`config.mk`:
```
export PLATFORM = sky130hd
export DESIGN_NAME = param_shift_engine_flat
export DESIGN_NICKNAME = d
export VERILOG_FILES = /design/src/rtl/param_shift_engine_if.sv /design/src/rtl/param_shift_engine.sv /design/src/flat_wrapper.sv
export SDC_FILE = /design/constraint.sdc
export NUM_CORES = 1
export LEC_CHECK = 0
export CAP_MARGIN = 20
export CELL_PAD_IN_SITES_DETAIL_PLACEMENT = 0
export CELL_PAD_IN_SITES_GLOBAL_PLACEMENT = 1
export CORE_MARGIN = 2
export CORE_UTILIZATION = 42
export CTS_BUF_LIST = sky130_fd_sc_hd__clkbuf_4 sky130_fd_sc_hd__clkbuf_8
export CTS_CLUSTER_DIAMETER = 80
export DETAILED_ROUTE_END_ITERATION = 6
export PLACE_DENSITY_LB_ADDON = 0.3
export SLEW_MARGIN = 20
export SYNTH_ARGS = -nofsm -noshare
export SYNTH_HDL_FRONTEND = slang
export SYNTH_SLANG_ARGS = --single-unit
```
`constraint.sdc`:
```
create_clock -name clk -period 2.6 [get_ports clk]
set_input_delay 0.52 -clock clk [delete_from_list [all_inputs] [get_ports clk]]
set_output_delay 0.52 -clock clk [all_outputs]
set_load 0.02 [all_outputs]
```
`src/rtl/param_shift_engine_if.sv`:
```
// Handshake and data bundle for param_shift_engine: operation request signals
// from the controller (master) and working register/status from the engine (slave).
interface param_shift_engine_if #(
   parameter int WIDTH = 8,
   parameter int SHW   = $clog2(WIDTH) + 1
);
   logic             start;
   logic [2:0]       mode;
   logic [SHW-1:0]   shamt;
   logic [WIDTH-1:0] d;
   logic             ser_in;
   logic [WIDTH-1:0] q;
   logic             ser_out;
   logic             busy;
   logic             done;

   modport master (
      output start, mode, shamt, d, ser_in,
      input  q, ser_out, busy, done
   );

   modport slave (
      input  start, mode, shamt, d, ser_in,
      output q, ser_out, busy, done
   );
endinterface

```
`src/rtl/param_shift_engine.sv`:
```
// Multi-cycle universal shift engine: loads a word, then applies one 1-bit
// shift/rotate/serial step per clock for a clamped amount, ending with a done pulse.
module param_shift_engine #(
   parameter int WIDTH = 8,
   parameter int SHW   = $clog2(WIDTH) + 1
) (
   input  logic                  clk,
   input  logic                  rst,
   param_shift_engine_if.slave   bus
);

   typedef enum logic [1:0] {
      S_IDLE  = 2'd0,
      S_SHIFT = 2'd1,
      S_DONE  = 2'd2
   } state_t;

   state_t           state_q;
   logic [WIDTH-1:0] q_q;
   logic             ser_out_q;
   logic             busy_q;
   logic             done_q;
   logic [2:0]       mode_q;
   logic [SHW-1:0]   cnt_q;

   logic [WIDTH-1:0] step_d;
   logic             step_ser_d;
   logic [SHW-1:0]   cnt_start_d;

   // Clamp requested amount so that anything beyond WIDTH behaves as WIDTH.
   always_comb begin
      cnt_start_d = bus.shamt;
      if (bus.shamt > SHW'(WIDTH)) begin
         cnt_start_d = SHW'(WIDTH);
      end else begin
         cnt_start_d = bus.shamt;
      end
   end

   // One 1-bit step of the latched mode; reserved code leaves q and ser_out untouched.
   always_comb begin
      step_d     = q_q;
      step_ser_d = ser_out_q;
      case (mode_q)
         3'b000: begin step_d = {1'b0, q_q[WIDTH-1:1]};          step_ser_d = q_q[0];       end
         3'b001: begin step_d = {q_q[WIDTH-2:0], 1'b0};          step_ser_d = q_q[WIDTH-1]; end
         3'b010: begin step_d = {q_q[0], q_q[WIDTH-1:1]};        step_ser_d = q_q[0];       end
         3'b011: begin step_d = {q_q[WIDTH-2:0], q_q[WIDTH-1]};  step_ser_d = q_q[WIDTH-1]; end
         3'b100: begin step_d = {q_q[WIDTH-1], q_q[WIDTH-1:1]};  step_ser_d = q_q[0];       end
         3'b101: begin step_d = {bus.ser_in, q_q[WIDTH-1:1]};    step_ser_d = q_q[0];       end
         3'b110: begin step_d = {q_q[WIDTH-2:0], bus.ser_in};    step_ser_d = q_q[WIDTH-1]; end
         default: begin step_d = q_q;                             step_ser_d = ser_out_q;    end
      endcase
   end

   // Control FSM with all outputs registered alongside the state.
   always_ff @(posedge clk or negedge rst) begin
      if (!rst) begin
         state_q   <= S_IDLE;
         q_q       <= {WIDTH{1'b0}};
         ser_out_q <= 1'b0;
         busy_q    <= 1'b0;
         done_q    <= 1'b0;
         mode_q    <= 3'b000;
         cnt_q     <= {SHW{1'b0}};
      end else begin
         case (state_q)
            S_IDLE: begin
               if (bus.start) begin
                  q_q    <= bus.d;
                  mode_q <= bus.mode;
                  cnt_q  <= cnt_start_d;
                  busy_q <= 1'b1;
                  if (cnt_start_d == {SHW{1'b0}}) begin
                     state_q <= S_DONE;
                     done_q  <= 1'b1;
                  end else begin
                     state_q <= S_SHIFT;
                     done_q  <= 1'b0;
                  end
               end else begin
                  busy_q <= 1'b0;
                  done_q <= 1'b0;
               end
            end
            S_SHIFT: begin
               q_q       <= step_d;
               ser_out_q <= step_ser_d;
               cnt_q     <= cnt_q - SHW'(1);
               // The edge that consumes the last count is also the final shift.
               if (cnt_q == SHW'(1)) begin
                  state_q <= S_DONE;
                  done_q  <= 1'b1;
               end else begin
                  state_q <= S_SHIFT;
                  done_q  <= 1'b0;
               end
            end
            S_DONE: begin
               state_q <= S_IDLE;
               busy_q  <= 1'b0;
               done_q  <= 1'b0;
               cnt_q   <= {SHW{1'b0}};
            end
            default: begin
               state_q <= S_IDLE;
               busy_q  <= 1'b0;
               done_q  <= 1'b0;
               cnt_q   <= {SHW{1'b0}};
            end
         endcase
      end
   end

   assign bus.q       = q_q;
   assign bus.ser_out = ser_out_q;
   assign bus.busy    = busy_q;
   assign bus.done    = done_q;

endmodule

```
`src/flat_wrapper.sv`:
```
// flat-port wrapper written by rule: the top's interface ports become plain ports
module param_shift_engine_flat 
#(
   parameter int WIDTH = 8,
   parameter int SHW   = $clog2(WIDTH) + 1
)
  (clk, rst, bus_start, bus_mode, bus_shamt, bus_d, bus_ser_in, bus_q, bus_ser_out, bus_busy, bus_done);
  param_shift_engine_if #(.WIDTH(WIDTH), .SHW(SHW)) bus_i ();
  input  logic clk;
  input  logic rst;
  input wire logic [$bits(bus_i.start)-1:0] bus_start;
  input wire logic [$bits(bus_i.mode)-1:0] bus_mode;
  input wire logic [$bits(bus_i.shamt)-1:0] bus_shamt;
  input wire logic [$bits(bus_i.d)-1:0] bus_d;
  input wire logic [$bits(bus_i.ser_in)-1:0] bus_ser_in;
  output wire logic [$bits(bus_i.q)-1:0] bus_q;
  output wire logic [$bits(bus_i.ser_out)-1:0] bus_ser_out;
  output wire logic [$bits(bus_i.busy)-1:0] bus_busy;
  output wire logic [$bits(bus_i.done)-1:0] bus_done;
  assign bus_i.start = bus_start;
  assign bus_i.mode = bus_mode;
  assign bus_i.shamt = bus_shamt;
  assign bus_i.d = bus_d;
  assign bus_i.ser_in = bus_ser_in;
  assign bus_q = bus_i.q;
  assign bus_ser_out = bus_i.ser_out;
  assign bus_busy = bus_i.busy;
  assign bus_done = bus_i.done;
  param_shift_engine #(.WIDTH(WIDTH), .SHW(SHW)) u_core (.clk(clk), .rst(rst), .bus(bus_i));
endmodule
```
# After elaboration in Yosys (flattened, before gate mapping)
# Cells that the tools add are included.
dict set report word_totals {
  in_bits 19
  output_inout_bits 11
  register_bits 20
  word_cells 50
}
dict set report classes {
  add_sub_neg 1
  reduce_logical 11
  n_eq_ne 12
  magnitude_cmp 1
  muxes 17
}
# operator count
set op_table {}
lappend op_table {{$pmux W8 S7} 1}
lappend op_table {{$pmux W8 S2} 1}
lappend op_table {{$eq A3 B3 Y1 const B} 3}
lappend op_table {{$mux W4} 2}
lappend op_table {{$mux W8} 1}
lappend op_table {{$ne A8 B8 Y1 const B} 1}
lappend op_table {{$pmux W4 S2} 1}
lappend op_table {{$ne A7 B7 Y1 const B} 1}
lappend op_table {{$eq A3 B2 Y1 const B} 2}
lappend op_table {{$mux W2} 3}
lappend op_table {{$pmux W1 S2} 3}
lappend op_table {{$eq A4 B1 Y1 const B} 1}
lappend op_table {{$gt A4 B4 Y1 const B} 1}
lappend op_table {{$logic_not A4 Y1} 1}
lappend op_table {{$mux W1} 4}
lappend op_table {{$ne A2 B2 Y1 const B} 2}
lappend op_table {{$pmux W2 S2} 1}
lappend op_table {{$reduce_and A2 Y1} 2}
lappend op_table {{$reduce_and A4 Y1} 1}
lappend op_table {{$reduce_bool A2 Y1} 2}
lappend op_table {{$reduce_or A4 Y1} 1}
lappend op_table {{$sub A4 B1 Y4 const B} 1}
lappend op_table {{$eq A3 B1 Y1 const B} 1}
lappend op_table {{$logic_not A3 Y1} 1}
lappend op_table {{other kinds (4)} 4}

# Depth between registers and ports, before layout
# Gate-level depths: netlist (run 1).
dict set report depth {
  ltp_word 6
  depth_mapped 6
}

# Worst setup path before layout (run 1)
# OpenSTA, ideal clock, no wires.
dict set report synth_path {
  kind {input-to-reg}
  start {input port bus_start}
  end {register u_core.mode_q[0]}
  path_stages 3
  slack_ns 1.142
  n_path_buf 1
  t_arrival_ns 1.333
  path_cell_list {buf_2 > nor3b_2 > mux2_2}
}
dict set report synth_between {
  elab_chain_len 1
}
# element line_no
set synth_rtl {}
lappend synth_rtl {{from (decl)} flat_wrapper.sv:11} ;# input wire logic [$bits(bus_i.start)-1:0] bus_start;
lappend synth_rtl {{$reduce_and A2 Y1 (no line)} --}
lappend synth_rtl {{to (signal assigned)} param_shift_engine.sv:71} ;# mode_q <= bus.mode;
lappend synth_rtl {{to (decl)} param_shift_engine.sv:23} ;# logic [2:0] mode_q;
# Every way passes these cells.
# A chain may end at the register's enable or synchronous reset.

# Worst setup path after layout (run 1)
dict set report layout_path {
  start {register u_core.q_q[6] (netlist: u_core.bus.q[6])}
  end {output port bus_q[6]}
}
# element line_no
set layout_rtl {}
lappend layout_rtl {{from (decl)} param_shift_engine.sv:19} ;# logic [WIDTH-1:0] q_q;
lappend layout_rtl {{from (signal assigned)} param_shift_engine.sv:60} ;# q_q <= {WIDTH{1'b0}};
lappend layout_rtl {{from (signal assigned)} param_shift_engine.sv:70} ;# q_q <= bus.d;
lappend layout_rtl {{from (signal assigned)} param_shift_engine.sv:87} ;# q_q <= step_d;
lappend layout_rtl {{to (decl)} flat_wrapper.sv:16} ;# output wire logic [$bits(bus_i.q)-1:0] bus_q;
# No word-level cell between the ends.

==> metrics.cfg, run 1 <==
[status]
status = completed

[timing]
setup_viol = 0
min_period_ns = 1.92
drv_slew = 0
fin_skew_ns = 0.0104
period_share_pct = 73.9
fmax_mhz = 520
worstMarginPinSlew_ns = 0.717
hold_viol = 0
setup_tns_ns = 0
max_slew_margin_pct = 52.2
hold_slack_ns = 0.496
rsz0062_at_grt = no

[grt]
grt_max_degree = 21
antenna_found_initial = 0
grt_pass1_wl_um = 5120
grt_pass1_vias = 1010
track_usage_pct = 19.0
grt_overflow = 0

[logic_synthesis]
synth-async-reset-ratio_pct = 100
synth_edf_count = 0
ys.flop_type = dfrtp_1
ys_ff_latch = 20
synthMuxAreaShare_pct = 3.36
synth_compound_area_share_pct = 27.1
ys_warn_count = 0
syn_nets = 152
synthAdderAreaFrac_pct = 1.92
synth_cell_types = 45
yosys-top-cells-count = 20 x dfrtp_1, 10 x nand2_1, 8 x a21oi_1, 8 x inv_1, 7 x o21ai_0
yosys.area_share.simple_pct = 19.0
syn_area_sq_um = 1300
synth_top_cell_by_area = dfrtp_1
synth_xor_area_share_pct = 2.02
synth_cells = 131
synth_top_family_by_area = compound AO/OA/AOI/OAI gates
synth_most_common_cell = dfrtp_1
avgSynthCellArea_sq_um = 9.95
yosysTopAreaCellShare_pct = 38.4
yosysSeqAreaShare_pct = 38.4
synth.area.top_cells = dfrtp_1 38%, buf_6 4.3%, a21oi_1 3.1%

[routing]
dr.pass1.iters = 4
drc = 0
routed_wirelength_um = 3010
ant_nets = 0
wl_per_cell_um = 15.9
drt-initial-drc-count = 57
vias = 1105
vias_per_cell = 5.82

[worst_setup_path]
critPathMaxFanout = 5
startpoint_type = flip-flop
rrSetupSlack_ns = 0.89
cp.arrival_ns = 1.40
path_class = flip-flop to primary output
cp-end-kind = primary output
cp_num_buf_inv = 1
critPathTopFamily = buffers and inverters
critical-path-slowest-cell = clkdlybuf4s50_1
path_cells = clkdlybuf4s50_1
critical-path-max-stage-delay_ns = 0.64
worstPathRequired_ns = 2.08

[clock_tree]
post_cts_buffers = 0
cts_buffers = 3
root_buffer = clkbuf_4
clk_path_buf_depth = 2
htreeDepth = 1
cts_tree = built
cts_sinks = 20
clock_latency_ns = 0.30
path_clk_slew_ns = 0.12
postCtsHoldBufs = 0
cts_resized = 0

[power]
pwr-share-clk_pct = 8.5
p_leak_nw = 0.660
p_seq_share_pct = 33.2
p_sw_share_pct = 44.9
p_comb_share_pct = 58.3
netSwitchingPower_uw = 961
p_int_mw = 1.18
ir_drop_mv = 0.531
powerDensity_nw_per_um2 = 1330

[floorplan]
dieHeight_um = 59.7
die_x_um = 59.7
core_sq_um = 3000
rows = 20
die_area_sq_um = 3570
initial_core_util_pct = 43.4
num_io_pins = 30

[hold_path]
min_path_type = flip-flop to flip-flop

[placed_design]
place.gp.congestion = 0.801
dp_hpwl_um = 2270
port_buffers = 29
post-place-cells = 186

[final_layout]
layout.cells.non_filler = 190
insertedDiodeCount = 0
multi_input_area_sq_um = 696
synthToLayoutAreaGrowth_pct = 23.4
num-nets-final = 179
drive_above_1_share_pct = 12.7
nFillCells = 288
ff_latch_area_sq_um = 500

[run]
drv_cap = 0

-- per-stage QoR --
| stage | utilization [%] | instance area [sq um] | worst slack [ns] | power, mW |
|---|---|---|---|---|
| 5_1_grt | 53.6 | 1610 | 0.628 | 2.34 |
| 2_1_floorplan | - | 1300 | 1.14 | 1.64 |
| 6_report | 53.6 | 1610 | 0.679 | 2.14 |
| 3_3_place_gp | 52.4 | 1570 | 0.485 | 1.93 |
| 3_5_place_dp | 52.4 | 1570 | 0.429 | 1.97 |
| 4_1_cts | 53.6 | 1610 | 0.686 | 2.15 |
-- cell type report --
| type | count | share of cell area [%] |
|---|---|---|
| timing repair buffer | 31 | 19.0 |
| clock buffer | 4 | 2.26 |
| sequential | 20 | 31.1 |
| multi-input combinational | 94 | 43.2 |
| tap | 33 | 2.57 |
| inverter | 8 | 1.87 |
-- metal layers --
layer	vias to the layer above	share of wire (%)	track usage [%]
met5	-	0	0
met4	0	1.4	6.03
met3	4	5.3	3.25
met2	38	45	27.8
met1	526	48	28.4
li1	537	-	-
-- cell usage in the layout (no fill, tap or decap), drive strengths merged, types with 2 or more instances in the layout --
master	synthesis	final
a211oi	4	4
a21oi	9	9
a311oi	2	2
a31oi	2	2
and2b	2	2
buf	8	2
clkbuf	1	4
clkdlybuf4s50	0	29
dfrtp	20	20
ha	2	2
inv	8	8
mux2	3	3
nand2	11	11
nand2b	2	2
nand3	4	4
nand3b	3	3
nor2	6	6
nor2b	3	3
nor3	2	2
o211a	3	3
o211ai	5	5
o21ai	7	7
o221ai	3	3
o22ai	2	2
or3	3	3
xnor2	3	3
-- worst paths after layout --
kind / from / end / cells after the start
worst max-delay path: u_core.bus.q[6]$_DFFE_PN0P_ / bus_q[6] / 1
worst min-delay path: u_core.bus.busy$_DFFE_PN0P_ / u_core.bus.busy$_DFFE_PN0P_ / 2
worst max register to register: u_core.mode_q[0]$_DFFE_PN0P_ / u_core.bus.q[5]$_DFFE_PN0P_ / 4
worst min register to register: u_core.bus.busy$_DFFE_PN0P_ / u_core.bus.busy$_DFFE_PN0P_ / 2
max in group asynchronous: rst / u_core.cnt_q[0]$_DFFE_PN0P_ / 2
min in group asynchronous: rst / u_core.bus.q[2]$_DFFE_PN0P_ / 2
-- power by group through the flow --
stage	Sequential (mW)	Clock, mW	Combinational [mW]
after detailed placement	0.716	0	1.25
after global placement	0.706	0	1.22
final	0.711	0.183	1.25
after floorplan	0.690	0	0.951
after CTS	0.708	0.190	1.25
after global routing	0.743	0.206	1.39
-- state kept, by name, indices dropped and copies added, names as in the netlist --
name,cells
u_core.state_q,2
u_core.bus.done,1
u_core.bus.busy,1
u_core.cnt_q,4
u_core.mode_q,3
u_core.bus.ser_out,1
u_core.bus.q,8
-- cell families after synthesis --
logic type                 after synthesis
xor gates and xnor gates                 3
DFF                                     20
muxes                                    4
AOI/OAI and AO/OA                       44
buffers and inverters                   17
and+or+nand+nor                         41
adders and majority gates                2
No activity file was read; power rests on OpenSTA's default activity.
==> run 2: changes to the inputs <==
--- a/config.mk
+++ b/config.mk
@@ -9,7 +9,7 @@
 export CELL_PAD_IN_SITES_DETAIL_PLACEMENT = 0
 export CELL_PAD_IN_SITES_GLOBAL_PLACEMENT = 1
 export CORE_MARGIN = 2
-export CORE_UTILIZATION = 42
+export CORE_UTILIZATION = 39
 export CTS_BUF_LIST = sky130_fd_sc_hd__clkbuf_4 sky130_fd_sc_hd__clkbuf_8
 export CTS_CLUSTER_DIAMETER = 80
 export DETAILED_ROUTE_END_ITERATION = 6
==> constraint.sdc (replaced) <==
create_clock -name clk -period 1.8 [get_ports clk]
set_input_delay 0.36 -clock clk [delete_from_list [all_inputs] [get_ports clk]]
set_output_delay 0.36 -clock clk [all_outputs]
set_load 0.02 [all_outputs]
==> metrics.cfg, run 2 (synthesis gave the netlist of run 1 again) <==
[power]
p_sw_share_pct = 42.7  ; -2.1 points
p_comb_share_pct = 56.3  ; -2.0 points
p_seq_share_pct = 32.2  ; -1.0 points
p_leak_nw = 0.695  ; +5.4%
netSwitchingPower_mw = 1.38  ; +44%
p_int_mw = 1.85  ; +56%
ir_drop_mv = 1.19  ; +120%
pwr-share-clk_pct = 11.6  ; +3.1 points
powerDensity_nw_per_um2 = 1930  ; +45%

[placed_design]
dp_slack_ns = 0.0163  ; -0.413 ns
port_buffers = 29  ; unchanged
place.gp.congestion = 0.790  ; -1.4%
dp_hpwl_um = 2170  ; -4.4%

[timing]
hold_viol = 0  ; unchanged
setup_viol = 0  ; unchanged
rsz0062_at_grt = no
setup_tns_ns = 0  ; unchanged
setup_ws_ns = 0.0584  ; -0.620 ns
period_share_pct = 96.8
drv_slew = 0  ; unchanged
max_slew_margin_pct = 58.8  ; +6.6 points
fmax_mhz = 574
min_period_ns = 1.74
worstMarginPinSlew_ns = 0.618  ; -0.0990 ns
fin_skew_ns = 0.0131  ; +0.00269 ns

[final_layout]
layout_common_cells = 28 x clkdlybuf4s50_1, 20 x dfrtp_1, 10 x nand2_1
num-nets-final = 183  ; +2.2%
largest_reg_flops = 8  ; unchanged
final_common_cell = clkdlybuf4s50_1
synthToLayoutAreaGrowth_pct = 28.4
insertedDiodeCount = 0  ; unchanged
drive_above_1_share_pct = 15.5  ; +2.8 points
nFillCells = 302  ; +4.9%

[floorplan]
initial_core_util_pct = 41.7  ; -1.7 points
num_io_pins = 30  ; unchanged
rows = 20  ; unchanged
dieHeight_um = 61.8  ; +3.5%
core_sq_um = 3130  ; +4.2%
die_area_sq_um = 3820  ; +7.2%
die_x_um = 61.8  ; +3.5%

[clock_tree]
path_clk_slew_ns = 0.13  ; about the same
clock_latency_ns = 0.31  ; about the same
clk_path_buf_depth = 2  ; unchanged
cts_buffers = 3  ; unchanged
cts_tree = built
cts_resized = 0  ; unchanged
root_buffer = clkbuf_4
cts_sinks = 20  ; unchanged
postCtsHoldBufs = 0  ; unchanged
post_cts_buffers = 0  ; unchanged
htreeDepth = 1  ; unchanged

[worst_setup_path]
critPathMaxFanout = 5  ; unchanged
cp_num_buf_inv = 1  ; unchanged
path_cells = clkdlybuf4s50_1
cp-end-kind = primary output
critical-path-max-stage-delay_ns = 0.63  ; about the same
path_class = flip-flop to primary output
worstPathRequired_ns = 1.44  ; -0.64 ns
cp.arrival_ns = 1.38  ; -0.02 ns
startpoint_type = flip-flop
critPathTopFamily = buffers and inverters
critical-path-slowest-cell = clkdlybuf4s50_1

[grt]
gr-usage-met1_pct = 25.0  ; -3.4 points
grt_overflow = 0  ; unchanged
track_usage_pct = 17.2  ; -1.8 points
grt_pass1_wl_um = 4820  ; -5.9%
grt_busiest_layer = met2
grt_max_degree = 21  ; unchanged
use_met2_pct = 25.4  ; -2.4 points
grt_pass1_vias = 1023  ; +1.3%
groute.layer.met3.usage_pct = 4.97  ; +1.7 points
antenna_found_initial = 0  ; unchanged

[routing]
ant_nets = 0  ; unchanged
dr.pass1.iters = 4  ; unchanged
routed_wirelength_um = 2870  ; -4.7%
vias = 1086  ; -1.7%
drc = 0  ; unchanged
wl_per_cell_um = 14.0  ; -12%
drt-initial-drc-count = 37  ; -35%
vias_per_cell = 5.30  ; -8.9%

[status]
status = completed

[hold_path]
min_path_type = input pin to async pin

[run]
drv_cap = 0  ; unchanged

run 2: through the flow:
step	hold WS, ns	total power, mW	instances	util, %	instance area [sq um]
detailed placement	0.480	2.87	201	51.7	1620
global route	0.397	3.50	205	53.5	1670
CTS	0.382	3.25	205	53.4	1670
finish	0.372	3.23	205	53.5	1670
global placement	0.463	2.83	201	51.7	1620
floorplan	0.0644	2.37	131	-	1300
run 2: path summary, 6_finish.rpt:
path / from / endpoint / slack, ns / depth (start not counted)
max reg2reg: u_core.mode_q[0]$_DFFE_PN0P_ / u_core.bus.q[5]$_DFFE_PN0P_ / 0.20 / 4
max in group asynchronous: rst / u_core.bus.q[0]$_DFFE_PN0P_ / 1.20 / 2
min: rst / u_core.bus.q[2]$_DFFE_PN0P_ / 0.37 / 2
min in group clk: u_core.bus.busy$_DFFE_PN0P_ / u_core.bus.busy$_DFFE_PN0P_ / 0.50 / 2
min reg2reg: u_core.bus.busy$_DFFE_PN0P_ / u_core.bus.busy$_DFFE_PN0P_ / 0.50 / 2
max: u_core.bus.q[2]$_DFFE_PN0P_ / bus_q[2] / 0.06 / 1
run 2: power groups by stage:
stage	Combinational (mW)	Clock [mW]	Sequential, mW
final	1.82	0.373	1.04
after global routing	2.03	0.397	1.08
after CTS	1.83	0.386	1.04
after detailed placement	1.82	0	1.04
after global placement	1.79	0	1.04
after floorplan	1.37	0	0.997
run 2: metal layers:
layer / share of wire (%) / up-vias
met1: 49 / 509
li1: - / 548
met3: 5.0 / 4
met4: 1.3 / 0
met2: 44 / 25
met5: 0 / -
run 2: cell type report:
| type | count | area, sq um | share of cell area, % |
|---|---|---|---|
| tap | 44 | 55.1 | 3.29 |
| clock buffer | 3 | 22.5 | 1.35 |
| sequential | 20 | 500 | 29.9 |
| multi-input combinational | 94 | 698 | 41.7 |
| clock inverter | 1 | 30.0 | 1.79 |
| inverter | 8 | 30.0 | 1.79 |
| timing repair buffer | 35 | 338 | 20.2 |
run 2: worst register-to-register path, delay by kind of cell (launching register included):
kind,cells,cell delay (ns)
AOI/OAI and AO/OA,2,0.49
DFF,1,0.76
and+or+nand+nor,2,0.28
==> run 3: changes to the inputs <==
--- a/config.mk
+++ b/config.mk
@@ -8,10 +8,12 @@
 export CAP_MARGIN = 20
 export CELL_PAD_IN_SITES_DETAIL_PLACEMENT = 0
 export CELL_PAD_IN_SITES_GLOBAL_PLACEMENT = 1
+export CORE_ASPECT_RATIO = 1.1
 export CORE_MARGIN = 2
 export CORE_UTILIZATION = 39
 export CTS_BUF_LIST = sky130_fd_sc_hd__clkbuf_4 sky130_fd_sc_hd__clkbuf_8
 export CTS_CLUSTER_DIAMETER = 80
+export CTS_CLUSTER_SIZE = 25
 export DETAILED_ROUTE_END_ITERATION = 6
 export PLACE_DENSITY_LB_ADDON = 0.3
 export SLEW_MARGIN = 20
==> metrics.cfg, run 3 (synthesis gave the netlist of run 1 again) <==
[timing]
fmax_mhz = 576  ; +0.23%
worstMarginPinSlew_ns = 0.570  ; -0.0480 ns
min_period_ns = 1.74  ; -0.00398 ns
setup_viol = 0  ; unchanged
drv_slew = 0  ; unchanged
rsz0062_at_grt = no
period_share_pct = 96.5  ; -0.22 points
hold_viol = 0  ; unchanged
fin_skew_ns = 0.00226  ; -0.0109 ns
setup_tns_ns = 0  ; unchanged
max_slew_margin_pct = 62.0  ; +3.2 points
setup_ws_ns = 0.0624  ; +0.00398 ns
hold_slack_ns = 0.371  ; -0.000395 ns

[routing]
met2_length_um = 1450  ; +14%
maxUsedRoutingLayer = met4
drc = 0  ; unchanged
wl_met3_um = 140  ; -2.1%
wl_met1_um = 1400  ; -1.3%
ant_nets = 0  ; unchanged
routed_wirelength_um = 3060  ; +6.4%
drt-initial-drc-count = 49  ; +32%
wl_per_cell_um = 15.3  ; +9.1%
dr.pass1.iters = 4  ; unchanged
vias = 1115  ; +2.7%
vias_per_cell = 5.58  ; +5.2%

[worst_setup_path]
r2r-end = u_core.bus.q[7]$_DFFE_PN0P_
startpoint_type = flip-flop
critPathTopFamily = buffers and inverters
r2r_cells = 5  ; +1
worstPathRequired_ns = 1.44  ; about the same
critical-path-slowest-cell = clkdlybuf4s50_1
rrSetupSlack_ns = 0.19  ; about the same
path_cells = clkdlybuf4s50_1
r2r_start = u_core.mode_q[0]$_DFFE_PN0P_
cp_num_buf_inv = 1  ; unchanged
critPathMaxFanout = 4  ; -1
path_class = flip-flop to primary output
cp-end-kind = primary output
startpoint = u_core.bus.q[1]$_DFFE_PN0P_
critical-path-max-stage-delay_ns = 0.63  ; about the same
cp.arrival_ns = 1.38  ; about the same
cp.depth = 1  ; unchanged
cp-endpoint = bus_q[1]

[clock_tree]
cts_sinks = 20  ; unchanged
clock_latency_ns = 0.31  ; about the same
post_cts_buffers = 0  ; unchanged
root_buffer = clkbuf_4
clk_path_buf_depth = 2  ; unchanged
cts_buffers = 3  ; unchanged
htreeDepth = 1  ; unchanged
cts_resized = 0  ; unchanged
cts_tree = built
postCtsHoldBufs = 0  ; unchanged
path_clk_slew_ns = 0.12  ; about the same

[placed_design]
dp_hpwl_um = 2330  ; +7.1%
dpl-instance-area_sq_um = 1630  ; +0.77%
dp_slack_ns = 0.0144  ; -0.00186 ns
place.gp.congestion = 0.822  ; +4.0%
port_buffers = 29  ; unchanged

[grt]
grt_pass1_wl_um = 5090  ; +5.6%
track_usage_pct = 17.5  ; +0.26 points
grt_overflow = 0  ; unchanged
grt_max_degree = 21  ; unchanged
grt_pass1_vias = 1100  ; +7.5%
antenna_found_initial = 0  ; unchanged

[final_layout]
num-nets-final = 186  ; +1.6%
layout_common_cells = 25 x clkdlybuf4s50_1, 20 x dfrtp_1, 10 x nand2_1
insertedDiodeCount = 0  ; unchanged
final_common_cell = clkdlybuf4s50_1
final_cell_area_sq_um = 1690  ; +1.0%
multi_input_area_sq_um = 696  ; -0.36%
ff_latch_area_sq_um = 500  ; unchanged
drive_above_1_share_pct = 16.5  ; +0.94 points
utilization_pct = 51.6  ; -1.9 points
largest_reg_flops = 8  ; unchanged
nFillCells = 306  ; +1.3%
synthToLayoutAreaGrowth_pct = 29.8

[run]
drv_cap = 0  ; unchanged

[floorplan]
rows = 22  ; +10%
die_x_um = 59.1  ; -4.4%
num_io_pins = 30  ; unchanged
initial_core_util_pct = 39.8  ; -1.9 points
dieHeight_um = 64.6  ; +4.6%
die_area_sq_um = 3820  ; about the same
core_sq_um = 3280  ; +4.7%

[power]
p_leak_nw = 0.740  ; +6.4%
ir_drop_mv = 1.01  ; -15%
powerDensity_nw_per_um2 = 1940  ; +0.63%

[status]
status = completed

[hold_path]
min_path_type = input pin to async pin

## run 3: cell types whose count changed in the layout (fill, tap and decap cells not counted)
cell             previous run  this run
dlymetal6s2s_1              1         4
nand2b_2                    1         0
clkdlybuf4s50_1            28        25
nand2b_1                    0         1
buf_4                       6         9
## run 3: layer usage
layer / track usage, % / vias up
met1: 23.2 / 526
li1: - / 549
met4: 8.24 / 0
met5: 0 / -
met2: 27.6 / 32
met3: 2.59 / 8
## run 3: metrics by stage
step,std cells,power [mW]
final,200,3.28
after global routing,200,3.53
after CTS,200,3.31
after detailed placement,196,2.93
after global placement,196,2.87
after floorplan,131,2.37
## run 3: how the worst min path moves through the flow
stage                                     start                     endpoint  slack [ns]
floorplan                                   rst  u_core.bus.busy$_DFFE_PN0P_        0.06
detailed placement  u_core.bus.busy$_DFFE_PN0P_  u_core.bus.busy$_DFFE_PN0P_        0.47
finish                                      rst  u_core.bus.q[0]$_DFFE_PN0P_        0.37
global route                                rst  u_core.bus.q[4]$_DFFE_PN0P_        0.42
global placement    u_core.bus.busy$_DFFE_PN0P_  u_core.bus.busy$_DFFE_PN0P_        0.47
CTS                                         rst  u_core.cnt_q[0]$_DFFE_PN0P_        0.39
## run 3: final cells by class
type / instances / share of cell area [%]
Timing Repair Buffer: 38 / 21.7
Multi-Input combinational cell: 94 / 41.1
Inverter: 8 / 1.78
Clock buffer: 3 / 1.33
Clock inverter: 1 / 1.78
Sequential cell: 20 / 29.6
Tap cell: 36 / 2.66
## run 3: where the power goes
group / leakage, nW / total, mW / switching [mW] / internal [mW]
Clock: 0.0279 / 0.384 / 0.159 / 0.225
Combinational: 0.474 / 1.88 / 0.908 / 0.967
Sequential: 0.238 / 1.02 / 0.344 / 0.678
Total: 0.740 / 3.28 / 1.41 / 1.87
